`src/rtl/pool_1d_max.sv`:
```
// Streaming 1-D max-pooling stage: reduces each non-overlapping window of P signed words
// to its maximum, emitting N/P words per frame and discarding the N mod P trailing words.
module pool_1d_max #(
    parameter int unsigned N = 29,
    parameter int unsigned P = 2,
    parameter int unsigned W = 16
) (
    input  logic                clk,
    input  logic                reset,
    input  logic signed [W-1:0] x_data,
    input  logic                x_valid,
    output logic                x_ready,
    output logic signed [W-1:0] y_data,
    output logic                y_valid,
    input  logic                y_ready,
    output logic                y_last
);

    localparam int unsigned M     = N / P;
    localparam int unsigned R     = N - M * P;
    localparam int unsigned WinW  = (P > 1) ? $clog2(P) : 1;
    localparam int unsigned OutW  = (M > 1) ? $clog2(M) : 1;
    localparam int unsigned TailW = (R > 0) ? $clog2(R + 1) : 1;

    typedef enum logic [1:0] {
        StFirst,
        StAcc,
        StTail
    } state_e;

    state_e              state_q, state_d;
    logic signed [W-1:0] max_r_q, max_r_d;
    logic [WinW-1:0]     win_cnt_q, win_cnt_d;
    logic [OutW-1:0]     out_cnt_q, out_cnt_d;
    logic [TailW-1:0]    tail_cnt_q, tail_cnt_d;
    logic signed [W-1:0] y_data_q, y_data_d;
    logic                y_valid_q, y_valid_d;
    logic                y_last_q, y_last_d;

    logic                in_fire;
    logic                out_fire;
    logic                emit;
    logic                frame_end;
    logic signed [W-1:0] emit_val;
    logic signed [W-1:0] cand;
    logic [TailW-1:0]    tail_inc;

    // The output register is the only buffer, so input stalls whenever it is full and held.
    assign x_ready  = reset & (~y_valid_q | y_ready);
    assign in_fire  = x_valid & x_ready;
    assign out_fire = y_valid_q & y_ready;

    assign y_data  = y_data_q;
    assign y_valid = y_valid_q;
    assign y_last  = y_last_q;

    always_comb begin
        state_d    = state_q;
        max_r_d    = max_r_q;
        win_cnt_d  = win_cnt_q;
        out_cnt_d  = out_cnt_q;
        tail_cnt_d = tail_cnt_q;
        y_data_d   = y_data_q;
        y_valid_d  = y_valid_q;
        y_last_d   = y_last_q;
        emit       = 1'b0;
        emit_val   = max_r_q;
        frame_end  = 1'b0;
        cand       = (x_data > max_r_q) ? x_data : max_r_q;
        tail_inc   = tail_cnt_q + TailW'(1);

        if (in_fire) begin
            unique case (state_q)
                StFirst: begin
                    max_r_d = x_data;
                    if (P == 1) begin
                        emit     = 1'b1;
                        emit_val = x_data;
                    end else begin
                        win_cnt_d = WinW'(1);
                        state_d   = StAcc;
                    end
                end
                StAcc: begin
                    if (win_cnt_q == WinW'(P - 1)) begin
                        emit      = 1'b1;
                        emit_val  = cand;
                        win_cnt_d = '0;
                    end else begin
                        max_r_d   = cand;
                        win_cnt_d = win_cnt_q + WinW'(1);
                    end
                end
                StTail: begin
                    if (tail_inc == TailW'(R)) begin
                        tail_cnt_d = '0;
                        state_d    = StFirst;
                    end else begin
                        tail_cnt_d = tail_inc;
                    end
                end
                default: state_d = StFirst;
            endcase
        end

        // An emit wins over the clear, so a simultaneous transfer keeps y_valid high.
        if (emit) begin
            frame_end = (out_cnt_q == OutW'(M - 1));
            y_data_d  = emit_val;
            y_valid_d = 1'b1;
            y_last_d  = frame_end;
            out_cnt_d = frame_end ? '0 : out_cnt_q + OutW'(1);
            state_d   = (frame_end && (R > 0)) ? StTail : StFirst;
        end else if (out_fire) begin
            y_valid_d = 1'b0;
            y_last_d  = 1'b0;
        end
    end

    always_ff @(posedge clk or negedge reset) begin
        if (!reset) begin
            state_q    <= StFirst;
            max_r_q    <= '0;
            win_cnt_q  <= '0;
            out_cnt_q  <= '0;
            tail_cnt_q <= '0;
            y_data_q   <= '0;
            y_valid_q  <= 1'b0;
            y_last_q   <= 1'b0;
        end else begin
            state_q    <= state_d;
            max_r_q    <= max_r_d;
            win_cnt_q  <= win_cnt_d;
            out_cnt_q  <= out_cnt_d;
            tail_cnt_q <= tail_cnt_d;
            y_data_q   <= y_data_d;
            y_valid_q  <= y_valid_d;
            y_last_q   <= y_last_d;
        end
    end

endmodule

```
`config.mk`:
```
export PLATFORM = sky130hd
export DESIGN_NAME = pool_1d_max
export DESIGN_NICKNAME = d
export VERILOG_FILES = /design/src/rtl/pool_1d_max.sv
export SDC_FILE = /design/constraint.sdc
export NUM_CORES = 1
export LEC_CHECK = 0
export ABC_AREA = 1
export BUFFER_PORTS_ARGS = -buffer_cell sky130_fd_sc_hd__buf_4
export CAP_MARGIN = 25
export CELL_PAD_IN_SITES_DETAIL_PLACEMENT = 0
export CELL_PAD_IN_SITES_GLOBAL_PLACEMENT = 2
export CORE_ASPECT_RATIO = 1.1
export CORE_MARGIN = 2
export CORE_UTILIZATION = 34
export CTS_BUF_LIST = sky130_fd_sc_hd__clkbuf_8
export DETAILED_ROUTE_END_ITERATION = 8
export PLACE_DENSITY = 0.84
export SKIP_LAST_GASP = 1
export SYNTH_ARGS = -nofsm -noshare
export SYNTH_HDL_FRONTEND = slang
export SYNTH_SLANG_ARGS = --single-unit
```
`constraint.sdc`:
```
create_clock -name clk -period 2.5 [get_ports clk]
set_input_delay 0.125 -clock clk [delete_from_list [all_inputs] [get_ports clk]]
set_output_delay 0.125 -clock clk [all_outputs]
set_load 0.02 [all_outputs]
```
==> flow_summary.html <==
<table>
<tr><th>Metric</th><th>Value</th></tr>
<tr><th colspan="2">Run status</th></tr>
<tr><td>Run status</td><td>finished clean</td></tr>
<tr><th colspan="2">Floorplanning</th></tr>
<tr><td>Core area</td><td>7910 um^2</td></tr>
<tr><td>Top-level I/O count</td><td>39</td></tr>
<tr><td>Initial standard-cell utilization of the core</td><td>34.9%</td></tr>
<tr><td>Area of the die</td><td>8860 um^2</td></tr>
<tr><td>DIE WIDTH</td><td>89.9 um</td></tr>
<tr><td>Vertical die dimension</td><td>98.5 um</td></tr>
<tr><td>Number of core rows</td><td>34</td></tr>
<tr><th colspan="2">Route</th></tr>
<tr><td>First-pass iteration count of the detailed router</td><td>4</td></tr>
<tr><td>Vias per Instance</td><td>4.52</td></tr>
<tr><td>Post-route DRC violation count</td><td>0</td></tr>
<tr><td>Number of nets with antenna violations after routing</td><td>0</td></tr>
<tr><td>Wirelength, routed</td><td>6200 um</td></tr>
<tr><td>Via Count</td><td>2303</td></tr>
<tr><td>Number of DRC markers after the initial detailed-route iteration</td><td>96</td></tr>
<tr><td>Average wire per cell in the routed design</td><td>12.1 um</td></tr>
<tr><th colspan="2">Job</th></tr>
<tr><td>Number of maximum-capacitance constraint violations</td><td>0</td></tr>
<tr><th colspan="2">Synth</th></tr>
<tr><td>Commonest register cell after synthesis</td><td>dfrtp_1</td></tr>
<tr><td>Cell accounting for the most synthesized area</td><td>dfrtp_1</td></tr>
<tr><td>Synthesized flop and latch total</td><td>41</td></tr>
<tr><td>Syn avg cell area</td><td>7.72 um^2</td></tr>
<tr><td>Count of mapped cells out of synthesis</td><td>358</td></tr>
<tr><td>Share of flip-flops with an asynchronous set or reset</td><td>100%</td></tr>
<tr><td>Number of flops mapped to enable cells by yosys</td><td>0</td></tr>
<tr><td>Top-area cell type share of the netlist area</td><td>37.1%</td></tr>
<tr><td>Most instantiated cells after synthesis</td><td>nand2_1 (96), inv_1 (47), dfrtp_1 (41)</td></tr>
<tr><td>Number of distinct library cells after synthesis</td><td>34</td></tr>
<tr><td>Leading cell type by number of instances after synthesis</td><td>nand2_1</td></tr>
<tr><td>Total of warnings raised by yosys</td><td>0</td></tr>
<tr><td>Cell area after synthesis</td><td>2760 um^2</td></tr>
<tr><td>Area contributors post-synth</td><td>dfrtp_1 (37%), nand2_1 (13%), ha_1 (7.2%)</td></tr>
<tr><td>Post-synthesis sequential area ratio</td><td>37.1%</td></tr>
<tr><td>Synthesized net count</td><td>394</td></tr>
<tr><th colspan="2">CTS</th></tr>
<tr><td>Number of H-tree branching levels</td><td>2</td></tr>
<tr><td>Number of clock buffers inserted by TritonCTS</td><td>5</td></tr>
<tr><td>Clock Tree Buf Depth</td><td>2</td></tr>
<tr><td>Postcts setup bufs</td><td>0</td></tr>
<tr><td>Post-cts sizing count</td><td>0</td></tr>
<tr><td>Count of hold-fix buffers inserted at cts</td><td>1</td></tr>
<tr><td>Clock tree root buffer cell</td><td>clkbuf_8</td></tr>
<tr><td>Clock tree from TritonCTS</td><td>done</td></tr>
<tr><td>Clock slew at reported path FFs</td><td>0.08 ns</td></tr>
<tr><td>Skew-Pair Late Insertion Delay</td><td>0.30 ns</td></tr>
<tr><td>Total number of clock tree sinks</td><td>41</td></tr>
<tr><th colspan="2">STA</th></tr>
<tr><td>Largest clock skew in the final design</td><td>0.00546 ns</td></tr>
<tr><td>Final worst slack</td><td>0.427 ns</td></tr>
<tr><td>Hold Fails Final Rpt</td><td>0</td></tr>
<tr><td>Max-slew violation count</td><td>0</td></tr>
<tr><td>Highest attainable clock frequency</td><td>482 MHz</td></tr>
<tr><td>Max-slew headroom at the worst pin</td><td>64.7%</td></tr>
<tr><td>Final critical-path required period</td><td>2.07 ns</td></tr>
<tr><td>Total setup violations reported at the end of the flow</td><td>0</td></tr>
<tr><td>Final worst path period share</td><td>82.9%</td></tr>
<tr><td>Final total negative setup slack</td><td>0 ns</td></tr>
<tr><td>Setup repair after global routing missed its margin</td><td>false</td></tr>
<tr><td>Slew of the pin with the lowest slew margin</td><td>0.529 ns</td></tr>
<tr><th colspan="2">Place</th></tr>
<tr><td>Pre-CTS setup slack</td><td>0.460 ns</td></tr>
<tr><td>Total of buffers placed on input and output ports</td><td>38</td></tr>
<tr><td>Final weighted congestion in routability-driven placement</td><td>0.746</td></tr>
<tr><td>Placed wire-length estimate</td><td>4310 um</td></tr>
<tr><th colspan="2">Worst setup path</th></tr>
<tr><td>Biggest fanout along the worst timing path</td><td>9</td></tr>
<tr><td>Setup crit end kind</td><td>flip-flop</td></tr>
<tr><td>Path depth of the worst reg2reg path</td><td>10</td></tr>
<tr><td>Worst setup path class</td><td>flip-flop to flip-flop</td></tr>
<tr><td>Worst path required time</td><td>2.70 ns</td></tr>
<tr><td>Worst R2R Start</td><td>max_r_q[7]</td></tr>
<tr><td>Kind of launch point of the worst setup path</td><td>flip-flop</td></tr>
<tr><td>Worst Path Arrival</td><td>2.27 ns</td></tr>
<tr><td>RR Endpoint</td><td>y_data[0]</td></tr>
<tr><td>Reg-to-reg setup timing slack</td><td>0.43 ns</td></tr>
<tr><th colspan="2">Finish</th></tr>
<tr><td>Share of final-layout standard cells stronger than drive strength 1</td><td>24.6%</td></tr>
<tr><td>Number of antenna diodes</td><td>0</td></tr>
<tr><td>Area growth from synthesis to layout</td><td>18.1%</td></tr>
<tr><td>Final nets</td><td>437</td></tr>
<tr><td>Layout fillers</td><td>856</td></tr>
<tr><th colspan="2">Hold path</th></tr>
<tr><td>Class of the worst hold path</td><td>input port to flip-flop</td></tr>
<tr><td>WHS Endpoint</td><td>y_valid</td></tr>
<tr><td>Min-delay src</td><td>y_ready</td></tr>
<tr><td>Number of instances on the worst hold path</td><td>2</td></tr>
<tr><th colspan="2">Global routing</th></tr>
<tr><td>Antenna violations before repair</td><td>0</td></tr>
<tr><td>Largest net degree at the start of global routing</td><td>42</td></tr>
<tr><td>Global-route wire length before repair</td><td>10700 um</td></tr>
<tr><td>Congestion Overflow GR</td><td>0</td></tr>
<tr><td>Via count of the first global-routing pass</td><td>2244</td></tr>
<tr><td>Aggregate global-route resource usage</td><td>14.7%</td></tr>
<tr><th colspan="2">Power and ir drop</th></tr>
<tr><td>Maximum vdd drop</td><td>0.344 mV</td></tr>
<tr><td>Leakage power</td><td>1.81 nW</td></tr>
<tr><td>Power Dens Cells</td><td>1110 nW/um^2</td></tr>
</table>
[worst max-delay path: stages (launching register included)]
cell	delay (ns)
dfrtp_1	0.42
inv_1	0.06
ha_1	0.30
nand2_2	0.08
nor3_2	0.27
nand4_4	0.23
buf_4	0.24
nand4_1	0.11
nand3_1	0.14
nand2_1	0.09
inv_1	0.03
[how the worst max path moves through the flow]
stage	startpoint	endpoint	slack, ns
after floorplan	max_r_q[7]	max_r_q[0]	0.60
after global placement	max_r_q[6]	max_r_q[5]	0.49
after detailed placement	max_r_q[6]	max_r_q[7]	0.46
after CTS	max_r_q[7]	y_data[0]	0.43
after global routing	max_r_q[7]	y_data[10]	0.25
final	max_r_q[7]	y_data[0]	0.43
[kinds of logic (layout without fill, tap and decap cells)]
group	after synthesis	in the layout	synth area share, %
xor gates and xnor gates	1	1	0.317
DFF	41	41	37.1
AOI/OAI and AO/OA	13	13	2.85
and+or+nand+nor	226	226	42.1
buffers and inverters	61	105	10.4
adders and majority gates	16	16	7.25
[metrics by stage]
stage / std cells / power [mW] / utilization [%] / hold WS (ns) / instance area (um^2)
after floorplan: 358 / 2.65 / - / -0.171 / 2760
after global placement: 501 / 3.15 / 39.8 / 0.301 / 3150
after detailed placement: 501 / 3.17 / 39.8 / 0.299 / 3150
after CTS: 510 / 3.69 / 41.2 / 0.0285 / 3260
after global routing: 510 / 3.98 / 41.2 / 0.0202 / 3260
final: 510 / 3.63 / 41.2 / 0.0290 / 3260
[sequential cells by signal (all words and copies together), names as in the netlist]
| register | flops |
|---|---|
| y_valid | 1 |
| out_cnt_q | 4 |
| win_cnt_q | 1 |
| y_last | 1 |
| y_data | 16 |
| max_r_q | 16 |
| state_q | 2 |
[layer usage]
layer	track usage, %	part of all wire (%)	up-vias	routed length (um)
li1	-	-	1217	-
met1	19.8	49	1045	3010
met2	24.1	46	34	2840
met3	2.98	4.3	7	268
met4	4.62	1.3	0	79
met5	0	0	-	0
[cell usage in the layout, fill, tap and decap left out, types with 2 or more instances in the layout]
cell,n
a21oi_1,5
buf_4,48
clkbuf_8,7
dfrtp_1,41
ha_1,16
inv_1,47
nand2_1,96
nand2_2,2
nand2_4,12
nand3_1,35
nand3_4,2
nand4_1,17
nor2_1,34
nor2_2,3
nor2_4,2
nor3_1,3
o21ai_0,2
or2_2,16
[where the power goes]
part           internal [mW]  switching [mW]
clock                  0.250           0.247
sequential             0.958           0.228
combinational          0.804            1.14
[layout make-up]
class / instances / area (um^2) / area share [%]
timing repair buffer: 49 / 370 / 11.3
sequential: 41 / 1030 / 31.4
clock buffer: 7 / 96.3 / 2.95
tap: 108 / 135 / 4.14
clock inverter: 1 / 5.00 / 0.153
multi-input combinational: 256 / 1450 / 44.4
inverter: 48 / 180 / 5.52
No activity file was read; power rests on OpenSTA's default activity.
